## src/rtl/vga_timing_ctrl.sv

```systemverilog
// VGA raster timing: owns the horizontal/vertical pixel counters, decodes sync,
// blanking and active-area coordinates, and gates scanout with a start/stop FSM.
module vga_timing_ctrl #(
  parameter int unsigned N       = 10,
  parameter int unsigned HSYN    = 96,
  parameter int unsigned HBP     = 48,
  parameter int unsigned HACTIVE = 640,
  parameter int unsigned HFP     = 16,
  parameter int unsigned VSYN    = 2,
  parameter int unsigned VBP     = 33,
  parameter int unsigned VACTIVE = 480,
  parameter int unsigned VFP     = 10
) (
  input  logic         clk,
  input  logic         rst,
  input  logic         pix_en,
  input  logic         en,
  output logic         hsync,
  output logic         vsync,
  output logic         video_on,
  output logic [N-1:0] x,
  output logic [N-1:0] y,
  output logic         frame_start,
  output logic         line_end,
  output logic         busy
);

  localparam int unsigned HMAX = HSYN + HBP + HACTIVE + HFP;
  localparam int unsigned VMAX = VSYN + VBP + VACTIVE + VFP;
  localparam int unsigned CW   = N + 1;

  // Region bounds carry one extra bit so an end bound equal to 2^N still compares correctly.
  localparam logic [N:0]   H_SYN_END = CW'(HSYN);
  localparam logic [N:0]   H_ACT_BEG = CW'(HSYN + HBP);
  localparam logic [N:0]   H_ACT_END = CW'(HSYN + HBP + HACTIVE);
  localparam logic [N:0]   V_SYN_END = CW'(VSYN);
  localparam logic [N:0]   V_ACT_BEG = CW'(VSYN + VBP);
  localparam logic [N:0]   V_ACT_END = CW'(VSYN + VBP + VACTIVE);
  localparam logic [N-1:0] H_OFS     = N'(HSYN + HBP);
  localparam logic [N-1:0] V_OFS     = N'(VSYN + VBP);
  localparam logic [N-1:0] H_LAST    = N'(HMAX - 1);
  localparam logic [N-1:0] V_LAST    = N'(VMAX - 1);

  if ((64'(HMAX) > (64'd1 << N)) || (64'(VMAX) > (64'd1 << N))) begin : g_cfg_err
    $error("vga_timing_ctrl: HMAX or VMAX exceeds 2^N");
  end

  typedef enum logic [1:0] {
    ST_IDLE  = 2'd0,
    ST_RUN   = 2'd1,
    ST_DRAIN = 2'd2
  } state_e;

  state_e       state_q, state_d;
  logic [N-1:0] hcount_q, hcount_d;
  logic [N-1:0] vcount_q, vcount_d;

  logic         tick;
  logic         h_last;
  logic         v_last;
  logic [N:0]   h_ext;
  logic [N:0]   v_ext;
  logic         h_act;
  logic         v_act;

  assign tick   = pix_en && (state_q != ST_IDLE);
  assign h_last = (hcount_q == H_LAST);
  assign v_last = (vcount_q == V_LAST);
  assign h_ext  = {1'b0, hcount_q};
  assign v_ext  = {1'b0, vcount_q};

  always_ff @(posedge clk or posedge rst) begin
    if (rst) begin
      state_q  <= ST_IDLE;
      hcount_q <= '0;
      vcount_q <= '0;
    end else begin
      state_q  <= state_d;
      hcount_q <= hcount_d;
      vcount_q <= vcount_d;
    end
  end

  // Raster advance and start/stop sequencing; stopping is only honoured at end of frame.
  always_comb begin
    state_d  = state_q;
    hcount_d = hcount_q;
    vcount_d = vcount_q;
    if (tick) begin
      if (h_last) begin
        hcount_d = '0;
        vcount_d = v_last ? '0 : vcount_q + N'(1);
      end else begin
        hcount_d = hcount_q + N'(1);
      end
    end
    case (state_q)
      ST_IDLE: begin
        hcount_d = '0;
        vcount_d = '0;
        if (en) state_d = ST_RUN;
      end
      ST_RUN: begin
        if (!en) state_d = ST_DRAIN;
      end
      ST_DRAIN: begin
        if (en)                            state_d = ST_RUN;
        else if (tick && h_last && v_last) state_d = ST_IDLE;
      end
      default: state_d = ST_IDLE;
    endcase
  end

  // Output decode straight from the registers; IDLE presents the reset values.
  always_comb begin
    busy        = (state_q != ST_IDLE);
    hsync       = 1'b1;
    vsync       = 1'b1;
    h_act       = 1'b0;
    v_act       = 1'b0;
    video_on    = 1'b0;
    x           = '0;
    y           = '0;
    frame_start = 1'b0;
    line_end    = 1'b0;
    if (busy) begin
      hsync       = !(h_ext < H_SYN_END);
      vsync       = !(v_ext < V_SYN_END);
      h_act       = (h_ext >= H_ACT_BEG) && (h_ext < H_ACT_END);
      v_act       = (v_ext >= V_ACT_BEG) && (v_ext < V_ACT_END);
      video_on    = h_act && v_act;
      frame_start = pix_en && (hcount_q == '0) && (vcount_q == '0);
      line_end    = pix_en && h_last;
      if (video_on) begin
        x = hcount_q - H_OFS;
        y = vcount_q - V_OFS;
      end
    end
  end

endmodule

```

## config.mk

```make
export PLATFORM = sky130hd
export DESIGN_NAME = vga_timing_ctrl
export DESIGN_NICKNAME = d
export VERILOG_FILES = /design/src/rtl/vga_timing_ctrl.sv
export SDC_FILE = /design/constraint.sdc
export NUM_CORES = 1
export LEC_CHECK = 0
export CAP_MARGIN = 40
export CORE_MARGIN = 5
export CORE_UTILIZATION = 50
export CTS_BUF_LIST = sky130_fd_sc_hd__clkbuf_2 sky130_fd_sc_hd__clkbuf_4 sky130_fd_sc_hd__clkbuf_8
export CTS_CLUSTER_SIZE = 28
export DETAILED_ROUTE_END_ITERATION = 8
export HOLD_SLACK_MARGIN = 0.05
export PLACE_DENSITY = 0.76
export REMOVE_ABC_BUFFERS = 1
export SLEW_MARGIN = 20
export SYNTH_ARGS = -nofsm -noshare
export SYNTH_HDL_FRONTEND = slang
export SYNTH_SLANG_ARGS = --single-unit
```

## constraint.sdc

```tcl
create_clock -name clk -period 4.85 [get_ports clk]
set_input_delay 0.97 -clock clk [delete_from_list [all_inputs] [get_ports clk]]
set_output_delay 0.97 -clock clk [all_outputs]
set_load 0.05 [all_outputs]
```

### Word level (Yosys, flattened, before mapping)

Cells that the tools add are included.

| word-level totals | value |
|---|---|
| flip-flop bits (word level) | 22 |
| word-level logic and storage cells | 60 |

| cells by class | value |
|---|---|
| add/subtract/negate cells | 4 |
| magnitude comparators | 6 |
| equality and inequality tests | 7 |
| mux-type cells | 21 |
| reductions and logical operators | 19 |

Operator list:

| operator | count |
|---|---|
| 10-bit two-way mux | 11 |
| 10-bit by 1-bit adder with 10-bit output (second input constant) | 2 |
| 10-bit equality test (second input constant) | 2 |
| 10-bit zero test | 2 |
| 10-bit < comparator (second input constant) | 2 |
| 10-bit by 6-bit greater-or-equal comparator with 1-bit output (second input constant) | 1 |
| 10-bit by 8-bit greater-or-equal comparator with 1-bit output (second input constant) | 1 |
| 10-bit by 2-bit < comparator with 1-bit output (second input constant) | 1 |
| 10-bit by 7-bit < comparator with 1-bit output (second input constant) | 1 |
| 10-bit by 6-bit subtractor with 10-bit output (second input constant) | 1 |
| 10-bit by 8-bit subtractor with 10-bit output (second input constant) | 1 |
| 1-bit logical AND | 9 |
| 2-bit two-way mux | 4 |
| 2-bit case mux with 3 select lines | 1 |
| 2-bit nonzero test | 3 |
| 1-bit two-way mux | 5 |
| 2-bit != test (second input constant) | 2 |
| 3-bit != test (second input constant) | 1 |
| 3-bit AND reduction | 1 |
| 2-bit by 1-bit equality test with 1-bit output (second input constant) | 1 |
| 2-bit equality test (second input constant) | 1 |
| 1-bit zero test | 2 |
| 2-bit zero test | 1 |
| 2-bit AND reduction | 1 |

### Logic depth before layout (Yosys ltp)

| depth | value |
|---|---|
| depth after elaboration | 7 |
| mapped depth | 7 |
| depth with buffers taken out | 6 |

### Worst setup path after synthesis

No wires, ideal clock.

| timing path | value |
|---|---|
| path kind | register to output |
| start | reg vcount_q[5] |
| end | out y[7] |
| data arrival time | 2,783 ps |
| setup slack | 1,097 ps |
| cell stages (with the launch flop) | 7 |
| cells stage by stage | dfrtp_1 buf_6 or4_4 o31a_1 a31o_1 buf_2 nor3_1 |

| on the way | value |
|---|---|
| cells in the longest elaborated chain, start to end | 5 |
| elaborated cells on any way between the ends | 7 |
| those cells by class | add/sub: 1; order compare: 2; mux: 2; reduce/logical: 2 |

RTL lines:

| item | RTL line | source |
|---|---|---|
| start, declared | 56 | `logic [N-1:0] vcount_q, vcount_d;` |
| start signal, assigned | 80 | `vcount_q <= vcount_d;` |
| 10-bit by 6-bit greater-or-equal comparator with 1-bit output / 10-bit < comparator (equally long branches) | 130 | `v_act = (v_ext >= V_ACT_BEG) && (v_ext < V_ACT_END);` |
| 1-bit logical AND | 130 |  |
| 1-bit logical AND | 131 | `video_on = h_act && v_act;` |
| 10-bit two-way mux * | 134 | `if (video_on) begin` |
| 10-bit two-way mux * | 126 | `if (busy) begin` |
| end, declared | 22 | `output logic [N-1:0] y,` |

Every way passes the cells marked *; elsewhere a longest branch is shown, timed or not.

### Worst setup path in the final report

| timing path | value |
|---|---|
| start | reg vcount_q[0] |
| end | out y[6] |

The elaborated chain is that of the path after synthesis.

==> impl_metrics.toml <==
[clock_tree]
cts.sinks = 22
cts-root-buf = "clkbuf_4"
cts.htree.levels = 1
cts_hold_buffers = 0
worstSkewPairLatency_ps = 310
cts_buffer_depth = 2
cts_made_buffers = 3
cts_tree = "yes"
post_cts_buffers = 0
cts_resized = 0
clk_pin_slew_ps = 120

[finish]
final_util_pct = 62.0
nets = 252
design_area_um2 = 2100
fill_cells = 310
area_growth_pct = 17.6
seq_area_um2 = 551
multi_input_area_um2 = 1100
layout-drive-gt1-share_pct = 6.30
final_cells = 284
antenna_cells = 0

[placement]
dp_slack_ps = 802
hpwl_mm = 3.11
dp.cells = 281
placedInstanceArea_um2 = 2080
port_buffers = 29
routabilityCongestion = 0.844

[synth]
synth_most_common_cell = "nor3_1"
syn-cell-area_um2 = 1790
synth_top_cell_area_share_pct = 30.8
synth_common_cells = "nor3_1, dfrtp_1, nand2_1, xnor2_1, nor2_1"
synth_area_leaders = "dfrtp_1, xnor2_1, nor3_1"
ys_warn_count = 0
syn_inst = 221
yosys.area.top_type = "dfrtp_1"
ys_types = 43
synthFlopType = "dfrtp_1"
synthArstFlopShare_pct = 100
ys_seq_area_share_pct = 30.8
syn_area_per_cell_um2 = 8.08
synth_edf_count = 0
synth-seq-cells = 22

[sta]
fmax_mhz = 227
skew_ps = 1.57
setup_viol = 0
maxSlewHeadroom_pct = 44.4
grt_setup_unrepaired = "no"
finalHoldViolCount = 0
min_period_ps = 4410
fin_crit_sh_pct = 90.9
timing.final.ws_setup_ps = 442
worstMarginPinSlew_ps = 824
slew_violations = 0
fin_hold_ws_ps = 541
finalSetupTns_ps = 0

[detailed_routing]
drtIter0Drc = 116
vias = 1665
drc_errors = 0
antenna_left = 0
wl_per_cell_um = 14.9
dr.pass1.iters = 4
viasPerCell = 5.86
routed_wl_mm = 4.23

[critical_path]
critical_path_class = "reg2out"
worstPathArrival_ps = 3440
critPathLaunchType = "register"
worst_setup_path_end_kind = "output pin"
crit_fanout = 20
critPathRequiredTime_ps = 3880

[power_and_ir_drop]
p_leak_nw = 0.863
ir_drop_uv = 86.8
powerDensity_nw_per_um2 = 171
p_total_mw = 0.358

[global_routing]
grt_pass1_wl_mm = 7.43
grt_pass1_vias = 1538
antenna_found_initial = 0
grt_max_degree = 22
grt.overflow.total = 0
grt.total_usage_pct = 18.3

[floorplan]
dieArea_um2 = 4870
core_region_area_um2 = 3390
chipHeight_um = 69.8
initial_utilization_pct = 52.7
rows = 21
die_w_um = 69.8
pin_count = 30

[job]
max_cap_violations = 0

[run_status]
outcome = "complete, no violations"

[min_path]
worstHoldPathType = "reg2reg"
==> cell families after synthesis <==
kind of cell | count (synthesis) | share of synthesized area, %
adder cells (fa/ha/maj) | 8 | 5.60
AO/OA/AOI/OAI | 40 | 15.5
AND/OR/NAND/NOR | 100 | 30.7
buffers and inverters | 31 | 7.56
flip-flops | 22 | 30.8
XOR/XNOR | 20 | 9.80
==> critical path: stages, from the launching register on <==
cell	delay, ps
dfrtp_1	500
ha_1	310
o41ai_1	690
a31o_1	770
nor3_1	120
clkdlybuf4s50_1	730
==> final cells by class <==
type | count | area share (%)
multi-input cells | 168 | 52.4
flip-flops and latches | 22 | 26.2
repair buffers | 32 | 15.2
well taps | 46 | 2.74
inverters | 13 | 2.32
clock buffers | 3 | 1.07
==> power breakdown <==
group	total [mW]	internal (mW)	leakage, nW	switching [mW]
combinational	0.0754	0.0273	0.547	0.0481
clock	0.0846	0.0290	0.0138	0.0555
sequential	0.198	0.190	0.302	0.00854
==> per-layer routing <==
| metal | GRT usage, % | part of all wire [%] | up-vias |
|---|---|---|---|
| met3 | 3.04 | 6.3 | 8 |
| met4 | 4.68 | 1.1 | 0 |
| met1 | 27.3 | 49 | 784 |
| met2 | 27.0 | 44 | 64 |
| met5 | 0 | 0 | - |
| li1 | - | - | 809 |
==> worst paths after layout <==
path | start | end | slack [ps] | depth (start not counted)
setup / recovery | vcount_q[0] | y[6] | 440 | 5
hold / removal | state_q[1] | state_q[0] | 540 | 1
setup reg to reg | vcount_q[5] | vcount_q[1] | 2750 | 4
min in group asynchronous | rst | vcount_q[9] | 930 | 2
hold reg to reg | state_q[1] | state_q[0] | 540 | 1
max in group asynchronous | rst | vcount_q[5] | 3490 | 3
==> registers in the layout (all words and copies together) (netlist names) <==
name,count
state_q,2
vcount_q,10
hcount_q,10
==> layout by cell type (no fill, tap or decap), types with 6 or more instances in the layout <==
cell type	instances
a211oi_1	7
nand3_1	10
nor3_1	23
clkdlybuf4s50_1	29
o21ai_0	7
nand2_1	20
a21o_1	6
xnor2_1	20
inv_1	13
nor2_1	17
a21oi_1	6
ha_1	8
dfrtp_1	22
Power figures use the tool's default switching activity.
